`config.mk`:
```
export PLATFORM = sky130hd
export DESIGN_NAME = fetch_unit
export DESIGN_NICKNAME = d
export VERILOG_FILES = /design/src/rtl/proc_pkg.sv /design/src/rtl/fetch_out_reg.sv /design/src/rtl/fetch_unit.sv
export SDC_FILE = /design/constraint.sdc
export NUM_CORES = 1
export LEC_CHECK = 0
export ABC_AREA = 1
export CAP_MARGIN = 20
export CORE_ASPECT_RATIO = 1.2
export CORE_MARGIN = 2
export CORE_UTILIZATION = 50
export DETAILED_ROUTE_END_ITERATION = 8
export DONT_BUFFER_PORTS = 1
export PLACE_DENSITY = 0.77
export SYNTH_ARGS = -nofsm -noshare
export SYNTH_HDL_FRONTEND = slang
export SYNTH_HIERARCHICAL = 1
export SYNTH_SLANG_ARGS = --single-unit
```
`constraint.sdc`:
```
create_clock -name clk -period 3.31 [get_ports clk]
set_input_delay 0.331 -clock clk [delete_from_list [all_inputs] [get_ports clk]]
set_output_delay 0.331 -clock clk [all_outputs]
set_load 0.05 [all_outputs]
```
`src/rtl/proc_pkg.sv`:
```
// Shared processor definitions: fetch-stage parameter defaults and the fetch FSM state type.
package proc_pkg;

   localparam int unsigned DEF_DATA_W     = 16;
   localparam int unsigned DEF_INST_BYTES = 2;
   localparam int unsigned DEF_PC_RESET   = 0;

   typedef enum logic [1:0] {
      RUN,
      WAIT,
      HALT
   } fetch_state_t;

endpackage

```
`src/rtl/fetch_out_reg.sv`:
```
// Valid/ready output register between fetch and decode; flush drops the held entry.
module fetch_out_reg
   import proc_pkg::*;
#(
   parameter int unsigned DATA_W = DEF_DATA_W
) (
   input  logic              clk,
   input  logic              rst_n,
   input  logic              load,
   input  logic              flush,
   input  logic              ready,
   input  logic [DATA_W-1:0] instIn,
   input  logic [DATA_W-1:0] pcIn,
   input  logic [DATA_W-1:0] pcPlusIn,
   output logic              valid,
   output logic [DATA_W-1:0] inst,
   output logic [DATA_W-1:0] pc,
   output logic [DATA_W-1:0] pcPlus
);

   always_ff @(posedge clk or negedge rst_n) begin
      if (!rst_n) begin
         valid  <= 1'b0;
         inst   <= '0;
         pc     <= '0;
         pcPlus <= '0;
      end else begin
         if (flush)
            valid <= 1'b0;
         else if (load)
            valid <= 1'b1;
         else if (ready)
            valid <= 1'b0;
         if (load && !flush) begin
            inst   <= instIn;
            pc     <= pcIn;
            pcPlus <= pcPlusIn;
         end
      end
   end

endmodule

```
`src/rtl/fetch_unit.sv`:
```
// Instruction fetch stage: owns the PC, keeps one imem request outstanding and feeds decode.
// Optional performance counters are built when FETCH_PERF_CNT_EN is defined.
module fetch_unit
   import proc_pkg::*;
#(
   parameter int unsigned       DATA_W     = DEF_DATA_W,
   parameter int unsigned       INST_BYTES = DEF_INST_BYTES,
   parameter logic [DATA_W-1:0] PC_RESET   = DATA_W'(DEF_PC_RESET)
) (
   input  logic              clk,
   input  logic              rst_n,
   input  logic              redirect,
   input  logic [DATA_W-1:0] redirect_pc,
   input  logic              halt,
   output logic              imem_req,
   output logic [DATA_W-1:0] imem_addr,
   input  logic [DATA_W-1:0] imem_rdata,
   input  logic              imem_rvalid,
   output logic              if_valid,
   input  logic              if_ready,
   output logic [DATA_W-1:0] if_inst,
   output logic [DATA_W-1:0] if_pc,
   output logic [DATA_W-1:0] if_pc_plus,
   output logic              halted
`ifdef FETCH_PERF_CNT_EN
   ,
   output logic [31:0]       perf_fetched,
   output logic [31:0]       perf_stall
`endif
);

   fetch_state_t      state, stateNext;
   logic [DATA_W-1:0] pc, pcNext, reqAddr, reqAddrNext, pcInc;
   logic              kill, killNext, load, flush, canIssue;

   assign pcInc    = pc + DATA_W'(INST_BYTES);
   assign canIssue = !if_valid || if_ready;

   always_ff @(posedge clk or negedge rst_n) begin
      if (!rst_n) begin
         state   <= RUN;
         pc      <= PC_RESET;
         reqAddr <= '0;
         kill    <= 1'b0;
      end else begin
         state   <= stateNext;
         pc      <= pcNext;
         reqAddr <= reqAddrNext;
         kill    <= killNext;
      end
   end

   // A redirect while a request is in flight keeps the request alive but marks its data stale.
   always_comb begin
      stateNext   = state;
      pcNext      = pc;
      reqAddrNext = reqAddr;
      killNext    = kill;
      imem_req    = 1'b0;
      load        = 1'b0;
      flush       = 1'b0;
      unique case (state)
         RUN: begin
            if (halt) begin
               stateNext = HALT;
            end else if (redirect) begin
               flush  = 1'b1;
               pcNext = redirect_pc;
            end else if (canIssue && rst_n) begin
               imem_req    = 1'b1;
               reqAddrNext = pc;
               stateNext   = WAIT;
            end
         end
         WAIT: begin
            imem_req = 1'b1;
            if (halt) begin
               stateNext = HALT;
            end else begin
               if (redirect) begin
                  flush  = 1'b1;
                  pcNext = redirect_pc;
               end
               if (imem_rvalid) begin
                  killNext  = 1'b0;
                  stateNext = RUN;
                  if (!kill && !redirect) begin
                     load   = 1'b1;
                     pcNext = pcInc;
                  end
               end else if (redirect) begin
                  killNext = 1'b1;
               end
            end
         end
         HALT: begin
            stateNext = HALT;
         end
         default: begin
            stateNext = RUN;
         end
      endcase
   end

   assign imem_addr = (state == WAIT) ? reqAddr : pc;
   assign halted    = (state == HALT);

   fetch_out_reg #(.DATA_W(DATA_W)) outReg (
      .clk      (clk),
      .rst_n    (rst_n),
      .load     (load),
      .flush    (flush),
      .ready    (if_ready),
      .instIn   (imem_rdata),
      .pcIn     (pc),
      .pcPlusIn (pcInc),
      .valid    (if_valid),
      .inst     (if_inst),
      .pc       (if_pc),
      .pcPlus   (if_pc_plus)
   );

`ifdef FETCH_PERF_CNT_EN
   logic ifAccept, stallCycle;

   assign ifAccept   = if_valid && if_ready && !flush;
   assign stallCycle = (state == WAIT) || (if_valid && !if_ready);

   always_ff @(posedge clk or negedge rst_n) begin
      if (!rst_n) begin
         perf_fetched <= '0;
         perf_stall   <= '0;
      end else if (state != HALT) begin
         if (ifAccept && (perf_fetched != '1))
            perf_fetched <= perf_fetched + 32'd1;
         if (stallCycle && (perf_stall != '1))
            perf_stall <= perf_stall + 32'd1;
      end
   end
`endif

endmodule

```
Word level (Yosys, flattened, before mapping)
Index checks and enable logic that the tools add are counted.
{"block": "word_totals", "regBits": 84, "output_inout_bits": 67, "wordCells": 64}
{"block": "op_classes", "addsub": 1, "n_eq_ne": 7, "mux": 29, "bitwise": 2, "n_reduce_logical": 17}
{"cell": "$mux 16", "n": 6}
{"cell": "$pmux 16 s2", "n": 1}
{"cell": "$add 16x2->16 const B", "n": 1}
{"cell": "$mux 1", "n": 15}
{"cell": "$mux 2", "n": 5}
{"cell": "$ne 3x3->1 const B", "n": 3}
{"cell": "$reduce_and 3->1", "n": 3}
{"cell": "$pmux 2 s3", "n": 1}
{"cell": "$logic_not 1->1", "n": 4}
{"cell": "$ne 2x2->1 const B", "n": 2}
{"cell": "$reduce_and 4->1", "n": 1}
{"cell": "$reduce_bool 2->1", "n": 2}
{"cell": "$logic_and 1x1->1", "n": 3}
{"cell": "$reduce_bool 3->1", "n": 1}
{"cell": "$eq 2x1->1 const B", "n": 1}
{"cell": "$eq 2x2->1 const B", "n": 1}
{"cell": "$logic_not 2->1", "n": 1}
{"cell": "$not 1->1", "n": 2}
{"cell": "$pmux 1 s2", "n": 1}
{"cell": "$reduce_or 2->1", "n": 1}
{"cell": "$logic_or 1x1->1", "n": 1}

Depth between registers and ports, before layout
Gate-level depths: netlist of the first run.
{"block": "depth", "ltp_word": 8, "mapped_depth": 11, "depth_no_buf": 8}

Modules after synthesis
Netlist of the first run, hierarchy kept.
{"module": "fetch_unit", "n_inst": 1, "cells_each": 292, "area_per_inst_um2": 2193.4, "seq_area_each_um2": 875.8}
{"module": "fetch_out_reg", "n_inst": 1, "cells_each": 213, "area_per_inst_um2": 1920.6, "seq_area_each_um2": 1226.2}

Worst setup path before layout of the first run
No wires, ideal clock.
{"block": "synth_path", "path_kind": "flip-flop to output port", "from": "register state[0]", "to": "output port imem_addr[10]", "arrival_time_ns": 1.945, "t_required_ns": 2.979, "path_slack_ns": 1.034, "stages_incl_launch_ff": 5, "n_path_buf": 1, "path_cell_list": "dfrtp_1 -> nand2_4 -> inv_1 -> clkbuf_1 -> o21ai_0"}
{"block": "synth_via", "elab_chain_len": 2}
{"item": "start, declared", "line": "fetch_unit.sv:32", "source": "fetch_state_t state, stateNext;"}
{"item": "start signal, assigned", "line": "fetch_unit.sv:46", "source": "state <= stateNext;"}
{"item": "$eq 2x1->1", "line": "fetch_unit.sv:105", "source": "assign imem_addr = (state == WAIT) ? reqAddr : pc;"}
{"item": "$mux 16", "line": "fetch_unit.sv:105"}
{"item": "end, declared", "line": "fetch_unit.sv:16", "source": "output logic [DATA_W-1:0] imem_addr,"}
Every way passes these cells.

Final worst setup path of the first run
{"block": "layout_path", "from": "register state[1]", "to": "output port imem_addr[5]"}
Same word-level chain as after synthesis.

==> results of run 1 <==
[worst max path at each step]
stage | endpoint | slack, ns | depth (start not counted)
floorplan | imem_addr[10] | 1.03 | 4
CTS | imem_addr[5] | 0.65 | 5
global route | imem_addr[4] | 0.41 | 5
detailed placement | imem_addr[5] | 1.05 | 5
finish | imem_addr[5] | 0.66 | 5
global placement | imem_addr[10] | 1.12 | 5
[stage by stage]
| step | setup WS [ns] | instances | hold WS, ns | util [%] |
|---|---|---|---|---|
| floorplan | 1.03 | 505 | 0.0354 | - |
| global placement | 1.12 | 580 | 0.0386 | 51.2 |
| detailed placement | 1.05 | 580 | 0.0378 | 51.2 |
| CTS | 0.653 | 598 | 0.0647 | 53.8 |
| global route | 0.410 | 598 | 0.0609 | 53.8 |
| finish | 0.660 | 598 | 0.0772 | 53.8 |
[state kept, by name (all words and copies together), names as in the netlist]
name           cells
pc                16
outReg/pc         16
outReg/pcPlus     16
outReg/inst       16
reqAddr           16
state              2
kill               1
outReg/valid       1
[what timing repair did]
item,in CTS,in global routing
resized for setup,0,0
hold buffers,2,0
hold endpoints to repair,84,0
[kinds of logic after synthesis]
| logic type | count (synthesis) | synth area share, % |
|---|---|---|
| adders and majority gates | 1 | 0.304 |
| and+or+nand+nor | 290 | 30.3 |
| DFF | 84 | 51.1 |
| AOI/OAI and AO/OA | 66 | 10.4 |
| xor gates and xnor gates | 7 | 1.49 |
| buffers and inverters | 57 | 6.48 |
[final cells by class]
| class | count | share of cell area, % |
|---|---|---|
| repair buffers | 7 | 1.73 |
| multi-input cells | 364 | 40.2 |
| clock buffers | 10 | 2.94 |
| inverters | 32 | 2.83 |
| clock inverters | 6 | 1.10 |
| flip-flops and latches | 84 | 48.4 |
| well taps | 95 | 2.74 |
[power by group]
group | internal [W] | total, W | leakage [nW] | switching, W
clock network | 0.000278 | 0.000661 | 0.0755 | 0.000383
registers | 0.00122 | 0.00146 | 1.11 | 0.000239
logic | 0.000265 | 0.00120 | 1.09 | 0.000932
[routing by layer]
| layer | vias up | part of all wire [%] |
|---|---|---|
| met3 | 28 | 9.2 |
| met2 | 161 | 46 |
| met1 | 1499 | 42 |
| li1 | 1624 | - |
| met5 | - | 0 |
| met4 | 0 | 2.7 |
[cell usage in the layout (no fill, tap or decap), drive strengths merged]
master	n
nand2	184
dfrtp	84
nand3	60
o21ai	45
nor2	40
inv	34
a21oi	11
clkbuf	10
xor2	7
nand4	6
o22ai	6
buf	6
clkinvlp	4
o2111ai	1
a31oi	1
o31ai	1
a32oi	1
ha	1
dlygate4sd3	1
[critical path, cell delays in order, from the launching register on]
cell and delay [ns]:
dfrtp_1 0.42, inv_1 0.15, nand2_4 0.10, inv_1 0.64, nand2_1 0.12, o21ai_1 0.54
==> results.md, run 1 <==
Clocking:
- Clock-pin slew was measured on the worst setup and hold paths at roughly 0.08 ns.
- No sink is reached through more buffers than the 2 on the longest clock path.
- The clock latency of the later-clocked register in the worst-skew pair is between 0.3 and 0.4 ns.
- CTS placed an instance of clkbuf_8 at the clock tree root.
- The H-tree depth reported by CTS is 3.
- Clock tree synthesis found a total of 84 sinks.
- The clock tree from TritonCTS is done.
- After clock tree synthesis, the setup repair step added 0 buffers.
- Buffers inserted during clock tree synthesis total 9.

GRT:
- The met3 global-route usage is between 6 and 7%.
- The largest net degree at the start of global routing is 85.
- The number of global-route vias before repair is ~3100.
- The final global-route overflow total is 0.
- For this run, global-route usage on met1 was measured as a little under a third.
- The highest-utilization routing layer at the global route stage is met2.
- The total global routing track utilization is a little under a quarter.
- The met2 usage in global routing is a little over a third.
- The global-route wire length before repair is ~16000 µm.
- The number of antenna violations at the first check in global routing came to 0.

Floorplan:
- The die outline height is between 100 and 150 µm.
- Row generation in the floorplan step produced 36 rows.
- The core outline area is a little over 8000 µm².
- The x dimension of the die is just under 90 µm.
- For this configuration, the core starts out at a cell density of approximately half.
- The floorplan step defined a die boundary enclosing roughly 9000 µm².
- The number of top-level pins is 105.

Yosys:
- The post-synthesis sequential area ratio is 51.1%.
- The proportion of synthesized flip-flops having asynchronous set or reset is 100%.
- The count of yosys warnings during synthesis is 6.
- The netlist area before placement is 4110 µm².
- Synthesis produced a netlist with a net count of roughly 540.
- The flip-flop and latch count after synthesis is 84.
- The synthesized instance count is 505.
- Summed over its instances, the top area cell type makes up 51.1% of the synthesized netlist area.
- The per-instance average area after synthesis is just over 8 µm².
- By area the synthesized netlist is led by dfrtp_1 (51%), nand2_1 (16%), nand3_1 (7.2%), o21ai_0 (3.4%), o21ai_2 (3.4%).
- The synthesized design contains 0 enable-type register cells.
- The commonest register cell after synthesis is dfrtp_1.
- Counting distinct cell types in the post-synthesis netlist gives 29.
- The largest total area in the synthesized netlist belongs to dfrtp_1.
- The most used standard cell by instance count after synthesis is nand2_1.
- Ranked by instance count, the synthesized netlist is headed by nand2_1 (178), dfrtp_1 (84), nand3_1 (59), nor2_1 (37), inv_1 (29).

Drt:
- For this block, the routed nets add up to just over 10000 µm of wire.
- The initial detailed-routing violation count is a little over 300.
- After detailed routing, the number of vias per cell comes to about 5.5.
- For this run, design rule violations remaining after detail routing come to 0.
- In the final routed layout, each cell accounts on average for between 15 and 20 µm.
- Before antenna repair, the detailed router went through 6 iterations.
- Once detail routing completed, the nets flagged for antenna violations numbered 0.
- For this block, the via count after detailed routing is 3312.

Setup path:
- STA classifies the critical path endpoint as an output port.
- The maximum fanout along the worst path is 32.
- The required time at the worst-slack endpoint is between 2 and 3 ns.
- The startpoint of the lowest-slack register-to-register path is state[1]$_DFFE_PN0P_.
- Data arrives at the worst endpoint at between 2 and 2.5 ns.
- The critical path in this run is classified as reg2out.
- In this run the critical register-to-register path is captured at outReg/inst[5]$_DFFE_PN0P_.
- Counting cells, the worst reg-to-reg path comes to 8.
- STA classifies the critical path startpoint as a flop.
- The setup slack of the worst register-to-register path is about 1.1 ns.
- The launch point of the critical path is state[1]$_DFFE_PN0P_.

Cells and area:
- The number of antenna diodes in the final layout is 0.
- At the end of the flow, the number of nets in the layout was about 540.
- The footprint of the multi-input gates is 1750 µm².
- After routing the design area is 4340 µm².
- The layout cell share with drive strength beyond 1 is roughly 10%.
- Compared with the post-synthesis result, the final layout area differs by 5.47%.
- The layout has 749 filler cells.
- Across the whole layout, storage elements account for about 2100 µm².

Timing:
- In this run the tightest slew margin relative to its limit is a little over a third.
- The actual transition at the worst max-transition pin is 0.973 ns.
- On the final layout, the worst clock skew is between 0.01 and 0.015 ns.
- Timing would allow up to between 0.3 and 0.4 GHz.
- Setup total negative slack on the finished layout was measured at 0 ns.
- The number of setup violations in the final report is 0.
- The final hold violation count was 0.
- Setup repair after global routing left no endpoint under its margin.
- The shortest period the worst path allows is between 2 and 3 ns.
- The worst path uses around four fifths of the clock period.
- The max-slew violation count is 0.

Place:
- Detailed placement finished with a half-perimeter wire length of around 7100 µm.
- The number of port buffers is 0.
- Routability-driven placement finished with a final weighted congestion of 0.915.
- In this run the cell area measured after placement is approximately 4100 µm².

Power:
- In this run the power density over the cells is 764 nW/µm².
- The total power draw is roughly 0.0033 W.
- IR analysis of the VDD net gives a maximum drop of roughly 0.67 mV.
- In this run the static leakage power is about 2.3 nW.

Min path:
- The end point of the most critical hold path is state[0]$_DFFE_PN0P_.
- The startpoint identified for the worst hold timing path is halt.
- Counting instances, the worst hold path has a depth of 1.
- The path class of the lowest-slack min-delay path is in2reg.

Run:
- The number of max-capacitance violations reported is 0.

Outcome:
- The run finished with clean final reports.
No activity file was read; power rests on OpenSTA's default activity.
==> inputs of run 2 (changes only) <==
--- a/config.mk
+++ b/config.mk
@@ -12,7 +12,7 @@
 export CORE_UTILIZATION = 50
 export DETAILED_ROUTE_END_ITERATION = 8
 export DONT_BUFFER_PORTS = 1
-export PLACE_DENSITY = 0.77
+export PLACE_DENSITY = 0.8
 export SYNTH_ARGS = -nofsm -noshare
 export SYNTH_HDL_FRONTEND = slang
 export SYNTH_HIERARCHICAL = 1
==> constraint.sdc (replaced) <==
create_clock -name clk -period 2.1 [get_ports clk]
set_input_delay 0.21 -clock clk [delete_from_list [all_inputs] [get_ports clk]]
set_output_delay 0.21 -clock clk [all_outputs]
set_load 0.05 [all_outputs]
==> results.md, run 2 (synthesis gave the netlist of run 1 again) <==
Timing:
- In the post-route analysis, the smallest setup slack over all paths is roughly 0.11 ns.
- The number of setup violations in the final report is 0.
- Across all hold checks on the routed design, the worst slack comes to -0.466 ns.
- The worst relative slew slack is between 60 and 70%.
- The clock skew is roughly 0.012 ns.
- The final hold violation count came to 84.
- The max-slew violation count is 0.
- Subtracting the final worst setup slack from the clock period gives 1.99 ns.
- The share of the clock period used by the worst path after layout is 94.6%.
- The accumulated negative setup slack is 0 ns.
- Static timing analysis puts the maximum clock frequency at a little over 0.5 GHz.
- At the pin with the least slew margin, the transition time is between 0.5 and 0.6 ns.

Drt:
- For this block, the initial DRC count from the detailed router was 200.
- The total detailed-routing wirelength is slightly above 10000 µm.
- The via count is roughly 3400.
- The detail route stage leaves a number of antenna-violating nets equal to 0.
- Dividing the detail-routed wire length by the instance count gives approximately 16 µm.
- The number of iterations in the first detailed-routing pass is 4.
- The vias per cell is ~5.4.
- The DRC violations left is 0.

Power:
- The power density normalized to cell area is about 1200 nW/µm².
- The design draws approximately 0.006 W.
- The analysis attributes to cell leakage a power of roughly 2.5 nW.
- The highest ir drop seen on vdd is about 1.1 mV.

Setup path:
- The setup slack of the worst register-to-register path is 0.27 ns.
- Along the worst path, the maximum fanout reaches 32.
- In this run the worst setup path begins at state[1]$_DFFE_PN0P_.
- The cell family with the largest share of critical-path delay is buffers and inverters.
- In this run the critical register-to-register path is launched from state[1]$_DFFE_PN0P_.
- The kind of start point of the critical path is a flop.
- The delay of the slowest critical-path stage is roughly 0.42 ns.
- The number of buffer and inverter stages on the critical path is 4.
- The worst setup path category is reg2out.
- At the worst endpoint, the required time is ~1.9 ns.
- Walking the worst path, the cells encountered are inv_1 -> nand2_4 -> inv_1 -> buf_6 -> nand2_1 -> o21ai_1 -> buf_12.
- For the worst setup path, the data arrival time is between 1.5 and 2 ns.
- The number of cells on the worst reg-to-reg path is 6.
- By instance count, the cell type seen most on the critical path is inv_1.
- The worst register-to-register path ends at state[0]$_DFFE_PN0P_.
- Counting buffers and inverters, the worst setup path is 7 cells deep.
- The slowest stage of the critical path belongs to the cell dfrtp_1.
- The capturing element of the worst setup path is imem_addr[5].
- The capturing element type of the critical path is an output port.

GRT:
- The number of antenna violations at the first check in global routing is 0.
- The global-route wire length before repair is between 15000 and 20000 µm.
- The total global routing track utilization is a little under a quarter.
- The number of global-route vias before repair was between 3000 and 4000.
- After global routing the overflow that remains totals 0.
- Entering global routing, the biggest net connects 86 pins.

Clocking:
- Buffers inserted during clock tree synthesis total 9.
- The clock tree root buffer cell is clkbuf_8.
- The clock-pin slew of the registers on the worst-case setup and hold paths is about 0.090 ns.
- The H-tree depth reported by CTS is 3.
- The number of clock sinks seen by CTS is 84.
- The post-CTS setup buffer count is 0.
- The clock passes through at most 2 buffers.
- The clock tree from TritonCTS is done.
- The clock latency of the later-clocked register in the worst-skew pair is ~0.36 ns.

Cells and area:
- Cells fill about three fifths of the core in the end.
- The library cells used most frequently in the layout, excluding fill and tap cells, are nand2_1 (178), dfrtp_1 (84), nand3_1 (59).
- Across the whole layout, storage elements account for between 2000 and 2500 µm².
- The number of nets in the finished design is between 500 and 600.
- The area growth from synthesis to final layout is 17.5%.
- Cells with a size suffix above 1 make up roughly 14% of the layout.
- Leaving out fill and tap cells, the most frequent cell in the layout is nand2_1.
- The antenna diode instance count is 0.
- Counting the fill cells in the layout gives ~710.
- The final cell area excluding filler cells is roughly 4800 µm².
- The multi-input combinational cells in the finished layout cover a total of about 1700 µm².

Min path:
- The min-delay analysis places its worst path in the category in2async.

Outcome:
- The final reports fail on negative hold slack.
- The flow ran to the end, but the final reports show violations.

Place:
- Detailed placement finished with a half-perimeter wire length of roughly 7200 µm.
- The count of buffers added on input and output ports is 0.
- The congestion estimate from routability-driven global placement came to about 0.9.
- The area after detailed placement is 4500 µm².
- The worst slack at placement is between 0.3 and 0.4 ns.

Floorplan:
- The die outline height is around 100 µm.
- In this run the count of I/O pins placed on the die edge is ~110.
- The area of the die is between 8000 and 9000 µm².
- The count of standard-cell rows is 36.
- The core region is 8060 µm².
- For this configuration, the core starts out at a cell density of approximately half.
- The x dimension of the die is 86.8 µm.

Run:
- The tool flagged a number of max-cap violations equal to 0.
run 2: cell types whose count changed in the layout (fill, tap and decap cells not counted):
cell	delta
buf_12	+16
buf_16	-1
buf_4	+6
buf_6	+1
clkbuf_1	-1
clkinv_2	+1
clkinv_4	+2
clkinvlp_4	-3
dlygate4sd3_1	+14
inv_8	+1
run 2: power by group:
part           internal (W)  switching (W)  leakage (nW)
logic               0.00102        0.00159          1.32
clock network      0.000448       0.000625        0.0921
registers           0.00192       0.000346          1.11
total               0.00339        0.00256          2.53
run 2: per-stage QoR:
stage	hold slack [ns]	instances
2_1_floorplan	-0.0856	505
3_3_place_gp	-0.0836	603
3_5_place_dp	-0.0828	603
4_1_cts	-0.476	633
5_1_grt	-0.478	634
6_report	-0.466	634
run 2: worst register-to-register path, delay by kind of cell, from the launching register on:
| kind | cells | cell delay, ns |
|---|---|---|
| flip-flops | 1 | 0.42 |
| AO/OA/AOI/OAI | 2 | 0.21 |
| buffers and inverters | 2 | 0.74 |
| AND/OR/NAND/NOR | 2 | 0.42 |
run 2: worst min-delay path by stage:
stage / slack, ns / to / start
floorplan: -0.09 / kill$_DFFE_PN0P_ / rst_n
global placement: -0.08 / outReg/inst[0]$_DFFE_PN0P_ / rst_n
detailed placement: -0.08 / outReg/inst[11]$_DFFE_PN0P_ / rst_n
CTS: -0.48 / pc[11]$_DFFE_PN0P_ / rst_n
global route: -0.48 / outReg/inst[11]$_DFFE_PN0P_ / rst_n
finish: -0.47 / pc[11]$_DFFE_PN0P_ / rst_n
run 2: timing repair:
| item | 4_1_cts | 5_1_grt |
|---|---|---|
| gates resized for setup | 0 | 1 |
| hold buffers | 14 | 1 |
| endpoints found under the hold margin | 98 | 85 |
| endpoints found under the setup margin | 0 | 16 |
run 2: cell type report:
class	count	share of cell area [%]
sequential	84	43.5
multi-input combinational	364	36.1
timing repair buffer	43	11.7
clock buffer	9	2.56
inverter	32	2.54
tap	95	2.46
clock inverter	7	1.22
run 2: metal layers:
metal | part of all wire, % | vias up | track usage (%)
met4 | 2.2 | 0 | 9.98
li1 | - | 1693 | -
met1 | 43 | 1639 | 31.2
met3 | 6.7 | 17 | 5.40
met5 | 0 | - | 0
met2 | 48 | 99 | 36.4
